<file path="src/rtl/inst_fetch_queue_pkg.sv">
// Shared types and constants for the instruction fetch queue.
package inst_fetch_queue_pkg;

    localparam int InstBus     = 32;
    localparam int InstAddrBus = 32;

    localparam logic [InstBus-1:0]     ZeroWord = '0;
    localparam logic [InstAddrBus-1:0] ZeroAddr = '0;

    // Decode issue decision as presented on issue_i.
    typedef enum logic {
        SingleIssue = 1'b0,
        DualIssue   = 1'b1
    } issue_e;

    // One queue entry: instruction word in the upper half, PC in the lower half.
    typedef struct packed {
        logic [InstBus-1:0]     inst;
        logic [InstAddrBus-1:0] addr;
    } entry_t;

endpackage

</file>
<file path="src/rtl/inst_fetch_queue_ram.sv">
// DEPTH x 64 entry storage: two synchronous write ports, two async read ports.
module inst_fetch_queue_ram
    import inst_fetch_queue_pkg::*;
#(
    parameter int DEPTH = 16,
    parameter int PTR_W = 4
) (
    input  logic             clk,
    input  logic             we1,
    input  logic [PTR_W-1:0] waddr1,
    input  entry_t           wdata1,
    input  logic             we2,
    input  logic [PTR_W-1:0] waddr2,
    input  entry_t           wdata2,
    input  logic [PTR_W-1:0] raddr1,
    output entry_t           rdata1,
    input  logic [PTR_W-1:0] raddr2,
    output entry_t           rdata2
);

    entry_t mem [DEPTH];

    // Write up to two entries per cycle; contents need no reset.
    always_ff @(posedge clk) begin
        if (we1) mem[waddr1] <= wdata1;
        if (we2) mem[waddr2] <= wdata2;
    end

    assign rdata1 = mem[raddr1];
    assign rdata2 = mem[raddr2];

endmodule

</file>
<file path="src/rtl/inst_fetch_queue.sv">
// Dual-issue instruction queue between fetch and decode.
// Optional same-cycle bypass into an empty queue: define INST_FETCH_QUEUE_BYPASS_EN.
module inst_fetch_queue
    import inst_fetch_queue_pkg::*;
#(
    parameter int DEPTH = 16,
    parameter int PTR_W = 4
) (
    input  logic                   clk,
    input  logic                   resetn,
    input  logic                   flush,
    input  logic                   stall_id,
    input  logic                   push1_valid_i,
    input  logic [InstBus-1:0]     push1_inst_i,
    input  logic [InstAddrBus-1:0] push1_addr_i,
    input  logic                   push2_valid_i,
    input  logic [InstBus-1:0]     push2_inst_i,
    input  logic [InstAddrBus-1:0] push2_addr_i,
    output logic                   full_o,
    output logic                   inst1_valid_o,
    output logic [InstBus-1:0]     inst1_o,
    output logic [InstAddrBus-1:0] inst1_addr_o,
    output logic                   inst2_valid_o,
    output logic [InstBus-1:0]     inst2_o,
    output logic [InstAddrBus-1:0] inst2_addr_o,
    input  logic                   issue_i,
    output logic [PTR_W:0]         count_o
);

    logic [PTR_W-1:0] head_q, tail_q;
    logic [PTR_W:0]   count_q;

    entry_t     slot_a, slot_b;   // compacted push slots, slot_a oldest
    entry_t     rd1, rd2;
    logic [1:0] npush;            // accepted pushes this cycle
    logic [1:0] req;              // decode's requested pop count
    logic [1:0] store_pop;        // entries removed from storage
    logic [1:0] wr_skip;          // compacted pushes consumed by bypass instead of written
    logic [1:0] nwrite;           // entries written to storage
    logic       bypass;
    logic       we1, we2;
    entry_t     wdata1;

    assign full_o  = count_q > (PTR_W+1)'(DEPTH - 2);
    assign count_o = count_q;

    // Compact push slots and size this cycle's push/pop.
    always_comb begin
        slot_a    = push1_valid_i ? {push1_inst_i, push1_addr_i} : {push2_inst_i, push2_addr_i};
        slot_b    = {push2_inst_i, push2_addr_i};
        npush     = full_o ? 2'd0 : (2'(push1_valid_i) + 2'(push2_valid_i));
        req       = (issue_e'(issue_i) == DualIssue) ? 2'd2 : 2'd1;
        bypass    = 1'b0;
        store_pop = '0;
        wr_skip   = '0;
        if (!stall_id) begin
            if (count_q >= (PTR_W+1)'(req)) store_pop = req;
            else                            store_pop = count_q[1:0];
        end
`ifdef INST_FETCH_QUEUE_BYPASS_EN
        bypass = (count_q == '0) && !flush;
        // Empty queue: decode pops straight from the push slots; only the remainder is stored.
        if (bypass) begin
            store_pop = '0;
            if (!stall_id) wr_skip = (npush >= req) ? req : npush;
        end
`endif
        nwrite = npush - wr_skip;
        we1    = !flush && (nwrite != 2'd0);
        we2    = !flush && (nwrite == 2'd2);
        wdata1 = (wr_skip == 2'd0) ? slot_a : slot_b;
    end

    inst_fetch_queue_ram #(
        .DEPTH (DEPTH),
        .PTR_W (PTR_W)
    ) u_ram (
        .clk    (clk),
        .we1    (we1),
        .waddr1 (tail_q),
        .wdata1 (wdata1),
        .we2    (we2),
        .waddr2 (tail_q + PTR_W'(1)),
        .wdata2 (slot_b),
        .raddr1 (head_q),
        .rdata1 (rd1),
        .raddr2 (head_q + PTR_W'(1)),
        .rdata2 (rd2)
    );

    // Head, tail and occupancy; flush overrides push and pop.
    always_ff @(posedge clk or negedge resetn) begin
        if (!resetn) begin
            head_q  <= '0;
            tail_q  <= '0;
            count_q <= '0;
        end else if (flush) begin
            head_q  <= '0;
            tail_q  <= '0;
            count_q <= '0;
        end else begin
            head_q  <= head_q + PTR_W'(store_pop);
            tail_q  <= tail_q + PTR_W'(nwrite);
            count_q <= count_q + (PTR_W+1)'(nwrite) - (PTR_W+1)'(store_pop);
        end
    end

    // Present the two oldest entries (or bypassed push slots), zeroed when invalid.
    always_comb begin
        entry_t o1, o2;
        logic   v1, v2;
        v1 = count_q != '0;
        v2 = count_q >= (PTR_W+1)'(2);
        o1 = rd1;
        o2 = rd2;
        if (bypass) begin
            v1 = npush >= 2'd1;
            v2 = npush == 2'd2;
            o1 = slot_a;
            o2 = slot_b;
        end
        inst1_valid_o = v1;
        inst1_o       = v1 ? o1.inst : ZeroWord;
        inst1_addr_o  = v1 ? o1.addr : ZeroAddr;
        inst2_valid_o = v2;
        inst2_o       = v2 ? o2.inst : ZeroWord;
        inst2_addr_o  = v2 ? o2.addr : ZeroAddr;
    end

endmodule

</file>
<file path="config.mk">
export PLATFORM = sky130hd
export DESIGN_NAME = inst_fetch_queue
export DESIGN_NICKNAME = d
export VERILOG_FILES = /design/src/rtl/inst_fetch_queue_pkg.sv /design/src/rtl/inst_fetch_queue_ram.sv /design/src/rtl/inst_fetch_queue.sv
export SDC_FILE = /design/constraint.sdc
export NUM_CORES = 2
export LEC_CHECK = 0
export ABC_CLOCK_PERIOD_IN_PS = 10000
export BUFFER_PORTS_ARGS = -buffer_cell sky130_fd_sc_hd__buf_2
export CAP_MARGIN = 40
export CORE_MARGIN = 2
export CORE_UTILIZATION = 55
export CTS_BUF_LIST = sky130_fd_sc_hd__clkbuf_16
export DETAILED_ROUTE_END_ITERATION = 7
export PLACE_DENSITY = 0.8
export SLEW_MARGIN = 30
export SYNTH_ARGS = -nofsm -noshare
export SYNTH_HDL_FRONTEND = slang
export SYNTH_SLANG_ARGS = --single-unit
</file>
<file path="constraint.sdc">
create_clock -name clk -period 10 [get_ports clk]
set_clock_uncertainty 0.05 [all_clocks]
set_input_delay 2 -clock clk [delete_from_list [all_inputs] [get_ports clk]]
set_output_delay 2 -clock clk [all_outputs]
set_load 0.03 [all_outputs]
</file>
After elaboration in Yosys (flattened, before gate mapping)
Memories as Yosys holds them, arrays and structs flattened.
Cells that the tools add are included.
{"block": "word_totals", "mem_count": 1, "ramBits": 1024, "rom_bits": 0, "wordCells": 36, "register_bits": 13, "in_bits": 135, "latch_bits": 0, "output_inout_bits": 136}
{"block": "op_classes", "n_bitwise": 0, "multipliers": 0, "n_reduce_logical": 5, "n_mux": 16, "add_sub_neg": 7, "n_lt_le_gt_ge": 3, "shifts": 0, "div": 0, "n_eq_ne": 1}
{"memory": "u_ram.mem", "depth": 16, "word_bits": 64, "rd": 2, "rd_ports_with_merged_regs": 0, "write_ports": 2, "line_no": "inst_fetch_queue_ram.sv:21", "text": "entry_t mem [DEPTH];"}
{"op": "32-bit 2-to-1 mux", "count": 4}
{"op": "64-bit 2-to-1 mux", "count": 1}
{"op": "4-bit by 1-bit adder with 4-bit output (second input constant)", "count": 2}
{"op": "4-bit by 2-bit adder with 4-bit output", "count": 2}
{"op": "2-bit 2-to-1 mux", "count": 4}
{"op": "4-bit 2-to-1 mux", "count": 2}
{"op": "5-bit by 2-bit adder with 5-bit output", "count": 1}
{"op": "5-bit by 2-bit >= comparator with 1-bit output", "count": 1}
{"op": "5-bit by 2-bit >= comparator with 1-bit output (second input constant)", "count": 1}
{"op": "5-bit by 4-bit > comparator with 1-bit output (second input constant)", "count": 1}
{"op": "5-bit 2-to-1 mux", "count": 1}
{"op": "5-bit nonzero test", "count": 1}
{"op": "5-bit by 2-bit subtractor with 5-bit output", "count": 1}
{"op": "1-bit 2-to-1 mux", "count": 4}
{"op": "1-bit by 1-bit adder with 2-bit output", "count": 1}
{"op": "2-bit == test (second input constant)", "count": 1}
{"op": "1-bit logical AND", "count": 2}
{"op": "2-bit nonzero test", "count": 1}
{"op": "1-bit zero test", "count": 1}

Longest topological paths before layout
{"block": "logic_depth", "ltp_word": 6, "depth_mapped": 17, "ltp_nobuf": 15}

Modules after synthesis
From an unflattened synthesis, not the netlist that was laid out.
{"block": "unflattened", "hier_cells": 3721, "area_unflattened_um2": 61007.3}
{"module": "inst_fetch_queue_ram", "seq_area_each_um2": 30749.5, "area_per_inst_um2": 58298.4, "cells_per_inst": 3401, "n_inst": 1}
{"module": "inst_fetch_queue", "seq_area_each_um2": 325.3, "area_per_inst_um2": 2708.8, "cells_per_inst": 320, "n_inst": 1}

Worst setup path before layout
No wires, ideal clock.
{"block": "synth_path", "kind": "input port to flip-flop", "from": "input push1_valid_i", "to": "memory u_ram.mem[12][0] (netlist name) (enable)", "required_time_ps": 9376, "path_slack_ps": 1999, "path_buffers": 0, "path_stages": 5, "t_arrival_ps": 7376, "setup_ps": 574, "cell_sequence": "ha_1 > o21ba_2 > o211a_1 > nand3_1 > o21ai_0"}
{"element": "from (decl)", "line_no": "inst_fetch_queue.sv:13", "text": "input logic push1_valid_i,"}
{"element": "to (decl)", "line_no": "inst_fetch_queue_ram.sv:21"}

Worst setup path in the final report
{"block": "layout_path", "from": "register head_q[0]", "to": "output inst1_o[31]"}
{"block": "layout_between", "elab_chain_len": 2}
{"element": "from (decl)", "line_no": "inst_fetch_queue.sv:30", "text": "logic [PTR_W-1:0] head_q, tail_q;"}
{"element": "from (signal assigned)", "line_no": "inst_fetch_queue.sv:102", "text": "head_q <= head_q + PTR_W'(store_pop);"}
{"element": "memory 16 x 64 bit"}
{"element": "32-bit 2-to-1 mux", "line_no": "inst_fetch_queue.sv:123", "text": "inst1_o = v1 ? o1.inst : ZeroWord;"}
{"element": "to (decl)", "line_no": "inst_fetch_queue.sv:21", "text": "output logic [InstBus-1:0] inst1_o,"}
No other way between the ends.

==> metrics.cfg <==
[clock_tree]
cts.sinks = 1037
cts_buffers = 108
cts-root-buf = clkbuf_16
htreeDepth = 3
cts_resized = 0
clockBufferDepth = 3
clock_latency_ns = 0.71
clk_pin_slew_ns = 0.06
cts_tree = yes
cts_setup_buffers = 0
cts_hold_buf = 0

[layout]
syn_to_final_growth_pct = 11.5
instances_no_fill = 6256
drive_gt1_frac = 0.247
nets = 4907
final_cell_area_sq_mm = 0.0660

[timing]
fin_tns_setup_ns = 0
maxSlewViolCount = 0
hold_slack_ns = 0.657
maxSlewHeadroom = 0.271
fmax_ghz = 0.150
hold_viol_final = 0
setup_viol = 0
period_share = 0.665
min_period_ns = 6.65
worst_slew_pin_slew_ns = 1.09
rsz0062_at_grt = no

[placed_design]
dp.cells = 6009
gp_congestion = 0.836
hpwl_um = 105000
place_area_sq_mm = 0.0621
place.port_buffers = 270

[worst_setup_path]
path_class = reg -> out
crit_fanout = 129
arrival_ns = 4.60
r2r_slack_ns = 5.78
crit_start = head_q[0]
critPathCaptureType = primary output
reg2reg_to = u_ram.mem[6][51]
critPathLaunchType = flop
endpoint = inst1_o[31]
r2r-start = count_o[4]
cp.required_ns = 7.95
rr_worst_depth = 10

[global_routing]
grt_pass1_vias = 43500
grt_pass1_wl_um = 279000
grt_usage = 0.340
gr-total-overflow = 0
grt_max_degree = 156
antenna_found_initial = 24

[synthesis]
yosys_warnings = 0
synth_top_area_share = 0.519
yosysTopAreaCell = edfxtp_1
syn_inst = 4787
netlist-cell-type-count = 40
synth.most_common_cell = nor2_1
async_flop_share = 0.0125
synthesis.area_sq_mm = 0.0592
postSynthAreaPerCell_sq_um = 12.4
ys.flop_type = edfxtp_1
ys_ff_latch = 1037
ys_seq_area_frac = 0.525
synth_area_leaders = edfxtp_1 (52%), mux4_2 (19%), a21oi_1 (8.7%)
synth-edff-count = 1024
syn-num-nets = 4944
synthTopCellsByCount = nor2_1 (1034), a21oi_1 (1030), edfxtp_1 (1024)

[worst_hold_path]
hp-class = reg -> reg
worstHoldStart = head_q[3]

[run_status]
violations = design-rule violations
outcome = complete, but fails checks

[die]
dieArea_sq_mm = 0.110
core_region_area_sq_mm = 0.107
boundaryPins = 271
dieWidth_um = 332
rows = 120
die_h_um = 332
initial_core_util = 0.554

[pwr]
power_frac_comb = 0.456
cellPowerDensity_mw_per_mm2 = 253
power_mw = 16.7
p_leak_nw = 21.9
peakVddDrop_v = 0.000270
p_clk_frac = 0.237
internal_power_mw = 10.4
pwr-share-seq = 0.307
swShare = 0.379
p_switching_mw = 6.33

[routing]
drtAntennaViolNets = 0
drt_drc_violations_left = 6
wl_um = 190000
route.vias.total = 44700
wl_per_cell_um = 30.4
routed_via_density = 7.14
dr.pass1.iters = 8
drt_iter0_drc = 8037

[job]
max_cap_viol_count = 0

[through the flow]
step	setup WS, ns	util
2_1_floorplan	2.00	-
3_3_place_gp	4.02	0.573
3_5_place_dp	4.22	0.581
4_1_cts	3.46	0.613
5_1_grt	3.07	0.617
6_report	3.35	0.618
[worst max-delay path, cell delays in order (launching register included)]
cell	delay (ns)
dfrtp_4	0.78
buf_12	0.39
buf_16	0.52
buf_12	0.62
mux4_2	0.61
mux2i_1	0.18
o22ai_1	0.23
buf_2	0.30
[state kept, by name, summed over array words and instances, names as in the netlist]
| name | count |
|---|---|
| tail_q | 4 |
| u_ram.mem | 1024 |
| head_q | 4 |
| count_o | 5 |
[kinds of logic after synthesis]
family / Yosys count / share of synthesized area
compound gates: 1200 / 0.105
xor+xnor: 8 / 0.00118
fa+ha+maj: 22 / 0.00515
buf+inv: 613 / 0.0444
flops: 1037 / 0.525
mux: 832 / 0.249
simple gates: 1075 / 0.0703
[cell usage in the layout, fill, tap and decap left out, types with 29 or more instances in the layout]
cell type	n
a21oi_1	1030
buf_2	270
buf_4	127
clkbuf_16	109
clkinv_1	29
edfxtp_1	1024
inv_1	34
mux2i_1	287
mux2i_2	32
mux4_2	512
nor2_1	1034
o22ai_1	128
[routing by layer]
layer	share of wire	wire (um)	GRT usage	vias up
met4	0.056	10600	0.179	16
li1	-	-	-	18200
met2	0.46	87800	0.526	4111
met3	0.16	30800	0.101	740
met5	0.00050	96	0	-
met1	0.32	61100	0.437	21600
[layout make-up]
cell class | instances | area [sq um]
Sequential cell | 1037 | 31100
Tap cell | 1403 | 1760
Inverter | 13 | 48.8
Clock inverter | 88 | 644
Timing Repair Buffer | 453 | 3530
Multi-Input combinational cell | 3137 | 26200
Antenna cell | 16 | 40.0
Clock buffer | 109 | 2730
Fill cell | 7816 | 40900
[worst min-delay path by stage]
stage | slack (ns) | to | cells past startpoint
3_3_place_gp | 0.63 | tail_q[3] | 2
4_1_cts | 0.66 | head_q[3] | 2
6_report | 0.66 | head_q[3] | 2
5_1_grt | 0.70 | head_q[3] | 2
2_1_floorplan | 0.51 | head_q[3] | 2
3_5_place_dp | 0.65 | head_q[3] | 2
[power groups by stage]
| stage | Combinational [mW] | Sequential, mW | Clock (mW) |
|---|---|---|---|
| 4_1_cts | 7.51 | 5.13 | 3.95 |
| 2_1_floorplan | 5.51 | 5.16 | 0 |
| 3_5_place_dp | 7.48 | 5.22 | 0 |
| 5_1_grt | 7.96 | 5.15 | 4.12 |
| 3_3_place_gp | 7.26 | 5.22 | 0 |
| 6_report | 7.63 | 5.13 | 3.95 |
Note: power is estimated with default switching activity, not from simulation.
